[config.mk]
export PLATFORM = sky130hd
export DESIGN_NAME = cpu_phase_sequencer
export DESIGN_NICKNAME = d
export VERILOG_FILES = /design/src/rtl/cpu_phase_sequencer.sv
export SDC_FILE = /design/constraint.sdc
export NUM_CORES = 1
export LEC_CHECK = 0
export BUFFER_PORTS_ARGS = -buffer_cell sky130_fd_sc_hd__buf_2
export CORE_MARGIN = 5
export CORE_UTILIZATION = 35
export CTS_BUF_LIST = sky130_fd_sc_hd__clkbuf_4
export CTS_CLUSTER_SIZE = 28
export DETAILED_ROUTE_END_ITERATION = 8
export GPL_TIMING_DRIVEN = 0
export PLACE_DENSITY = 0.67
export RECOVER_POWER = 50
export SLEW_MARGIN = 30
export SYNTH_ARGS = -nofsm -noshare
export SYNTH_HDL_FRONTEND = slang
export SYNTH_SLANG_ARGS = --single-unit
[constraint.sdc]
create_clock -name i_clock -period 2.35 [get_ports i_clock]
set_input_delay 0.235 -clock i_clock [delete_from_list [all_inputs] [get_ports i_clock]]
set_output_delay 0.235 -clock i_clock [all_outputs]
set_load 0.02 [all_outputs]
[src/rtl/cpu_phase_sequencer.sv]
`default_nettype none
// ============================================================================
//  Module      : cpu_phase_sequencer
//  Description : Multi-cycle control sequencer for the 8-bit accumulator CPU.
//                Steps each instruction through eight fixed phases and drives
//                the PC / IR / accumulator / memory / ALU enables. Also owns
//                program-load mode, halt/resume and a retired-instruction
//                counter.
//  Revision    : 1.0 - initial release
// ============================================================================
module cpu_phase_sequencer #(
    parameter int ADDR_W = 5,
    parameter int CNT_W  = 8
) (
    input  logic             i_clock,
    input  logic             i_reset,       // asynchronous, active-low
    input  logic             i_load,
    input  logic             i_load_valid,
    input  logic             i_start,
    input  logic [2:0]       i_opcode,
    input  logic             i_acc_zero,
    output logic             o_sel,
    output logic             o_rd,
    output logic             o_ld_ir,
    output logic             o_inc_pc,
    output logic             o_ld_pc,
    output logic             o_pc_clr,
    output logic             o_ld_ac,
    output logic             o_data_e,
    output logic             o_wr,
    output logic [2:0]       o_alu_op,
    output logic             o_load_we,
    output logic             o_load_full,
    output logic [2:0]       o_phase,
    output logic             o_busy,
    output logic             o_halted,
    output logic [CNT_W-1:0] o_retired
);

    // ------------------------------------------------------------------------
    // Constants
    // ------------------------------------------------------------------------
    localparam logic [2:0] c_OP_HLT = 3'd0;
    localparam logic [2:0] c_OP_SKZ = 3'd1;
    localparam logic [2:0] c_OP_ADD = 3'd2;
    localparam logic [2:0] c_OP_AND = 3'd3;
    localparam logic [2:0] c_OP_XOR = 3'd4;
    localparam logic [2:0] c_OP_LDA = 3'd5;
    localparam logic [2:0] c_OP_STO = 3'd6;
    localparam logic [2:0] c_OP_JMP = 3'd7;

    // Load depth 2**ADDR_W, held in a counter one bit wider than the PC
    localparam logic [ADDR_W:0] c_DEPTH = {1'b1, {ADDR_W{1'b0}}};

    typedef enum logic [1:0] {
        S_IDLE = 2'd0,
        S_LOAD = 2'd1,
        S_RUN  = 2'd2,
        S_HALT = 2'd3
    } state_t;

    // ------------------------------------------------------------------------
    // Registers and wires
    // ------------------------------------------------------------------------
    state_t            r_state;
    state_t            w_state_nxt;
    logic [2:0]        r_phase;
    logic [2:0]        w_phase_nxt;
    logic [ADDR_W:0]   r_load_cnt;
    logic              r_load_first;
    logic [CNT_W-1:0]  r_retired;

    logic              w_op_hlt;
    logic              w_op_skz;
    logic              w_op_sto;
    logic              w_op_jmp;
    logic              w_op_alu;
    logic              w_load_full;
    logic              w_load_we;
    logic              w_retire;
    logic              w_cold_start;

    // ------------------------------------------------------------------------
    // Opcode decode (IR output is stable from phase 4 onward)
    // ------------------------------------------------------------------------
    assign w_op_hlt = (i_opcode == c_OP_HLT);
    assign w_op_skz = (i_opcode == c_OP_SKZ);
    assign w_op_sto = (i_opcode == c_OP_STO);
    assign w_op_jmp = (i_opcode == c_OP_JMP);
    assign w_op_alu = (i_opcode == c_OP_ADD) || (i_opcode == c_OP_AND) ||
                      (i_opcode == c_OP_XOR) || (i_opcode == c_OP_LDA);

    // Load-mode write strobe: the first LOAD cycle is reserved for the PC clear
    assign w_load_full = (r_load_cnt == c_DEPTH);
    assign w_load_we   = (r_state == S_LOAD) && !r_load_first &&
                         i_load_valid && !w_load_full;

    // An instruction retires at the instruction boundary (end of phase 7)
    assign w_retire     = (r_state == S_RUN) && (r_phase == 3'd7);
    // Starting from IDLE is a cold start: PC and retired count restart
    assign w_cold_start = (r_state == S_IDLE) && i_start && !i_load;

    // State and phase register
    always_ff @(posedge i_clock or negedge i_reset) begin
        if (!i_reset) begin
            r_state <= S_IDLE;
            r_phase <= 3'd0;
        end else begin
            r_state <= w_state_nxt;
            r_phase <= w_phase_nxt;
        end
    end

    // Flag marking the first cycle spent in LOAD
    always_ff @(posedge i_clock or negedge i_reset) begin
        if (!i_reset) begin
            r_load_first <= 1'b0;
        end else begin
            r_load_first <= (w_state_nxt == S_LOAD) && (r_state != S_LOAD);
        end
    end

    // Load word counter: counts write strobes, cleared whenever LOAD is not held
    always_ff @(posedge i_clock or negedge i_reset) begin
        if (!i_reset) begin
            r_load_cnt <= '0;
        end else if ((r_state != S_LOAD) || (w_state_nxt != S_LOAD)) begin
            r_load_cnt <= '0;
        end else if (w_load_we) begin
            r_load_cnt <= r_load_cnt + (ADDR_W+1)'(1);
        end
    end

    // Retired-instruction counter, wrapping naturally at 2**CNT_W
    always_ff @(posedge i_clock or negedge i_reset) begin
        if (!i_reset) begin
            r_retired <= '0;
        end else if (w_cold_start) begin
            r_retired <= '0;
        end else if (w_retire) begin
            r_retired <= r_retired + CNT_W'(1);
        end
    end

    // Next-state logic and per-state / per-phase control outputs
    always_comb begin
        w_state_nxt = r_state;
        w_phase_nxt = r_phase;
        o_sel       = 1'b0;
        o_rd        = 1'b0;
        o_ld_ir     = 1'b0;
        o_inc_pc    = 1'b0;
        o_ld_pc     = 1'b0;
        o_pc_clr    = 1'b0;
        o_ld_ac     = 1'b0;
        o_data_e    = 1'b0;
        o_wr        = 1'b0;
        o_alu_op    = 3'd0;
        o_halted    = 1'b0;

        unique case (r_state)
            S_IDLE: begin
                w_phase_nxt = 3'd0;
                if (i_load) begin
                    w_state_nxt = S_LOAD;
                end else if (i_start) begin
                    w_state_nxt = S_RUN;
                    o_pc_clr    = 1'b1;
                end
            end

            S_LOAD: begin
                w_phase_nxt = 3'd0;
                o_sel       = 1'b1;
                o_pc_clr    = r_load_first;
                o_inc_pc    = w_load_we;   // PC doubles as the write pointer
                if (!i_load) begin
                    w_state_nxt = S_IDLE;
                end
            end

            S_RUN: begin
                // Phase sequencing; HLT and load requests only act at fixed points
                if ((r_phase == 3'd4) && w_op_hlt) begin
                    w_state_nxt = S_HALT;
                    w_phase_nxt = 3'd4;
                end else if (r_phase == 3'd7) begin
                    w_phase_nxt = 3'd0;
                    if (i_load) begin
                        w_state_nxt = S_LOAD;
                    end
                end else begin
                    w_phase_nxt = r_phase + 3'd1;
                end

                case (r_phase)
                    3'd0: begin
                        o_sel = 1'b1;
                    end
                    3'd1: begin
                        o_sel = 1'b1;
                        o_rd  = 1'b1;
                    end
                    3'd2, 3'd3: begin
                        o_sel   = 1'b1;
                        o_rd    = 1'b1;
                        o_ld_ir = 1'b1;
                    end
                    3'd4: begin
                        o_inc_pc = 1'b1;
                        o_halted = w_op_hlt;
                    end
                    3'd5: begin
                        o_rd     = w_op_alu;
                        o_alu_op = w_op_alu ? i_opcode : 3'd0;
                    end
                    3'd6: begin
                        o_rd     = w_op_alu;
                        o_alu_op = w_op_alu ? i_opcode : 3'd0;
                        o_inc_pc = w_op_skz && i_acc_zero;
                        o_ld_pc  = w_op_jmp;
                        o_data_e = w_op_sto;
                    end
                    default: begin  // phase 7
                        o_rd     = w_op_alu;
                        o_ld_ac  = w_op_alu;
                        o_alu_op = w_op_alu ? i_opcode : 3'd0;
                        o_ld_pc  = w_op_jmp;
                        o_data_e = w_op_sto;
                        o_wr     = w_op_sto;
                    end
                endcase
            end

            default: begin  // S_HALT: phase parked at 4, resume keeps the PC
                o_halted    = 1'b1;
                if (i_load) begin
                    w_state_nxt = S_LOAD;
                    w_phase_nxt = 3'd0;
                end else if (i_start) begin
                    w_state_nxt = S_RUN;
                    w_phase_nxt = 3'd0;
                end
            end
        endcase
    end

    // ------------------------------------------------------------------------
    // Status outputs
    // ------------------------------------------------------------------------
    assign o_load_we   = w_load_we;
    assign o_load_full = w_load_full;
    assign o_phase     = r_phase;
    assign o_busy      = (r_state == S_RUN);
    assign o_retired   = r_retired;

endmodule
`default_nettype wire
==> out/results.md <==
| Quantity | Reported |
| --- | --- |
| Run status | completed |
| CP Launch Type | flop |
| Share of cells above drive strength 1 | 0.3300 |
| Post-layout minimum cycle time | 2.285 ns |
| Data required time at the worst endpoint | 2.12 ns |
| Cell family contributing the most delay on the critical path | simple AND/OR/NAND/NOR gates |
| Crit Path Category | reg2out |
| Antenna violations before repair | 0 |
| Pins over their slew limit | 0 |
| Leak Pwr | 0.8479 nW |
| Peak clock frequency supported by timing | 437.7 MHz |
| Top-level port count | 36 |
| Overflow after GRT | 0 |
| Via density | 5.127 |
| Path type of the worst min-delay path | in2reg |
| Final std cell area, no fill | 0.001913 mm2 |
| Global placement routability congestion | 0.8206 |
| Chip width | 75.77 um |
| CTS root buf | clkbuf_4 |
| Worst-Margin Slew | 1.149 ns |
| Number of I/O port buffers | 35 |
| Die ar. | 0.005741 mm2 |
| Vias | 1,292 |
| Setup violation total in the final timing report | 0 |
| Post-synth cell types | 44 |
| Maximum number of pins on one net before global-route repair | 21 |
| ANT nets after route | 0 |
| Count of buffering cells on the critical path with inverters included | 1 |
| Die extent in y | 75.77 um |
| P per Cell Area | 794.5 mW/mm2 |
| Maximum cell stage delay along the critical path | 0.47 ns |
| Core Footprint | 0.004264 mm2 |
| Post-layout total power | 1.520 mW |
| Synthesized net count | 179 |
| Max-slew headroom | 0.2339 |
| Hold Fails Final Rpt | 0 |
| Logic depth of the worst setup path including buffers | 6 |
| Initial Util | 0.3550 |
| # H-tree levels | 1 |
| Average footprint of a synthesized cell | 9.643 um2 |
| Non-filler cells in the finished layout | 252 |
| Max IR drop VDD | 530.2 uV |
| Summed instance area of the synthesized netlist | 0.001514 mm2 |
| Number of sinks handled by clock tree synthesis | 20 |
| Number of antenna diodes | 0 |
| Placed instance count | 244 |
| Number of rows in the core area | 24 |
| 1st-pass router iterations | 4 |
| Nature of the critical path endpoint | output pin |
| Maximum buffer depth of the clock tree | 2 |
| Warnings, synthesis | 0 |
| Leading cell types in the layout, fill and taps excluded | buf_2, nand2_1, dfrtp_1, nor2_1, inv_1 |
| Clock-pin slew reported for the worst setup and hold paths after clock tree synthesis | 0.12 ns |
| Highest fanout seen on the critical path | 4 |
| Clock tree from TritonCTS | done |
| Ordered list of cells on the worst path | ha_4 > ha_4 > o21bai_4 > or3b_4 > nor3b_2 > buf_2 |
| Number of DRC markers after the initial detailed-route iteration | 72 |
| Routed wire per std cell | 14.21 um |
| Library cell appearing most often on the critical path | ha_4 |
| Final HPWL from detailed placement | 2649 um |
| Via count of the first global-routing pass | 1,191 |
| Drc violations | 0 |
| Total track usage | 0.1260 |
| #FFs+latches synth | 20 |
| Area growth from synthesis to layout | 26.36% |
| Share of synthesized area occupied by flip-flops and latches | 0.3306 |
| Fin nets | 223 |
| Slowest cell on the critical path | dfrtp_2 |
| Final design utilization | 0.4487 |
| Worst R2R Path Depth | 6 |
| DRT Wirelength | 3580 um |
| Sum of negative setup slack | 0 ns |
| Number of buffers created by CTS | 3 |
| Data arrival time of the worst path | 2.05 ns |
| Wire length of the first global-routing pass | 5554 um |
| Setup skew after layout | 0.009554 ns |
| Synthesized instance count | 157 |
| Maximum Capacitance Violations | 0 |
| Number of instances on the worst hold path | 3 |
| Part of the cycle the worst path needs | 0.9723 |
| Clock latency on the worst-skew pair | 0.31 ns |
| Placed standard-cell area | 0.001759 mm2 |
| Most common library cell in the layout ignoring fill and taps | buf_2 |
## flip-flops by register name, summed over array words and instances, names as in the netlist
signal,cells
r_state,2
o_phase,3
o_retired,8
r_load_cnt,6
r_load_first,1
## tightest hold or removal path, delay by kind of cell
| family | cells | cell delay [ns] |
|---|---|---|
| AOI/OAI and AO/OA | 1 | 0.19 |
| and+or+nand+nor | 1 | 0.10 |
| buffers and inverters | 1 | 0.15 |
## report_power, final
part | internal [mW] | switching, mW
registers | 0.386 | 0.0412
logic | 0.367 | 0.554
clock network | 0.0620 | 0.109
## repair_timing
item | 4_1_cts | 5_1_grt
pin swaps | 1 | 4
setup buffers | 3 | 0
setup endpoints to repair | 5 | 5
resized for setup | 5 | 20
hold buffers | 1 | 0
hold endpoints to repair | 20 | 0
## metal layers
metal,vias to the layer above,global-route usage,share of wire
met5,-,0,0
met4,0,0.02330,0.0047
met3,2,0.03430,0.038
met2,23,0.2253,0.51
met1,621,0.1514,0.44
li1,646,-,-
## cells in the mapped netlist
cell | count | share of area
o21ai_0 | 3 | 0.0099
a41o_4 | 1 | 0.014
a21boi_0 | 2 | 0.0099
nor4b_2 | 5 | 0.050
buf_4 | 1 | 0.0050
inv_1 | 10 | 0.025
nor4b_4 | 1 | 0.016
o21a_1 | 3 | 0.015
a21oi_1 | 5 | 0.017
a31o_2 | 1 | 0.0058
nand3b_1 | 1 | 0.0050
a311oi_1 | 1 | 0.0058
and2b_2 | 1 | 0.0058
dfrtp_1 | 20 | 0.33
a21o_1 | 1 | 0.0050
a22o_1 | 2 | 0.012
nand3_2 | 1 | 0.0066
o21bai_1 | 1 | 0.0050
or3b_2 | 1 | 0.0058
and3_1 | 3 | 0.012
nand3_1 | 6 | 0.020
nor3_1 | 5 | 0.017
xnor2_1 | 9 | 0.052
nor2_1 | 14 | 0.035
a32o_1 | 1 | 0.0066
ha_1 | 13 | 0.11
and3b_1 | 1 | 0.0058
a2111oi_2 | 1 | 0.0099
mux2i_1 | 1 | 0.0066
nor2b_1 | 1 | 0.0041
a22oi_1 | 1 | 0.0050
nor3b_1 | 4 | 0.020
o21ai_1 | 1 | 0.0033
nand3b_4 | 1 | 0.013
nand2_1 | 19 | 0.047
buf_2 | 2 | 0.0066
a211oi_1 | 1 | 0.0050
nand4b_1 | 4 | 0.023
xor2_1 | 2 | 0.012
o211ai_4 | 1 | 0.014
nor2_4 | 1 | 0.0074
or3_1 | 2 | 0.0083
and2_2 | 1 | 0.0050
a41o_2 | 1 | 0.0074
## stage by stage
| stage | hold WS, ns | worst slack, ns |
|---|---|---|
| 3_3_place_gp | 0.2132 | 0.1568 |
| 5_1_grt | 0.3862 | -0.03232 |
| 2_1_floorplan | -0.06059 | -0.02533 |
| 6_report | 0.3958 | 0.06515 |
| 3_5_place_dp | 0.2248 | 0.1407 |
| 4_1_cts | 0.3828 | -0.007226 |
## final cells by class
type	count	area, um2
Buffer	3	26.28
Clock buffer	3	22.52
Clock inverter	1	3.754
Fill cell	448	2351
Inverter	10	37.54
Multi-Input combinational cell	124	1050
Sequential cell	20	504.2
Tap cell	52	65.06
Timing Repair Buffer	39	203.9
## path summary, 6_finish.rpt
path	start	to	slack, ns
worst max-delay path	o_phase[1]$_DFFE_PN0P_	o_alu_op[1]	0.07
worst min-delay path	i_start	o_phase[1]$_DFFE_PN0P_	0.40
worst max register to register	o_phase[0]$_DFFE_PN0P_	r_load_cnt[1]$_DFFE_PN0P_	0.44
worst min register to register	o_retired[7]$_DFFE_PN0P_	o_retired[7]$_DFFE_PN0P_	0.57
max in group asynchronous	i_reset	o_phase[0]$_DFFE_PN0P_	0.94
min in group asynchronous	i_reset	o_retired[5]$_DFFE_PN0P_	0.66
## cell families (layout without fill, tap and decap cells)
logic type      after synthesis  after routing  share of synthesized area
simple gates                 72             72                     0.3058
buf+inv                      13             56                    0.03637
flops                        20             20                     0.3306
mux                           1              1                   0.006612
fa+ha+maj                    13             13                     0.1074
compound gates               27             27                     0.1496
xor+xnor                     11             11                    0.06364
Power figures use the tool's default switching activity.
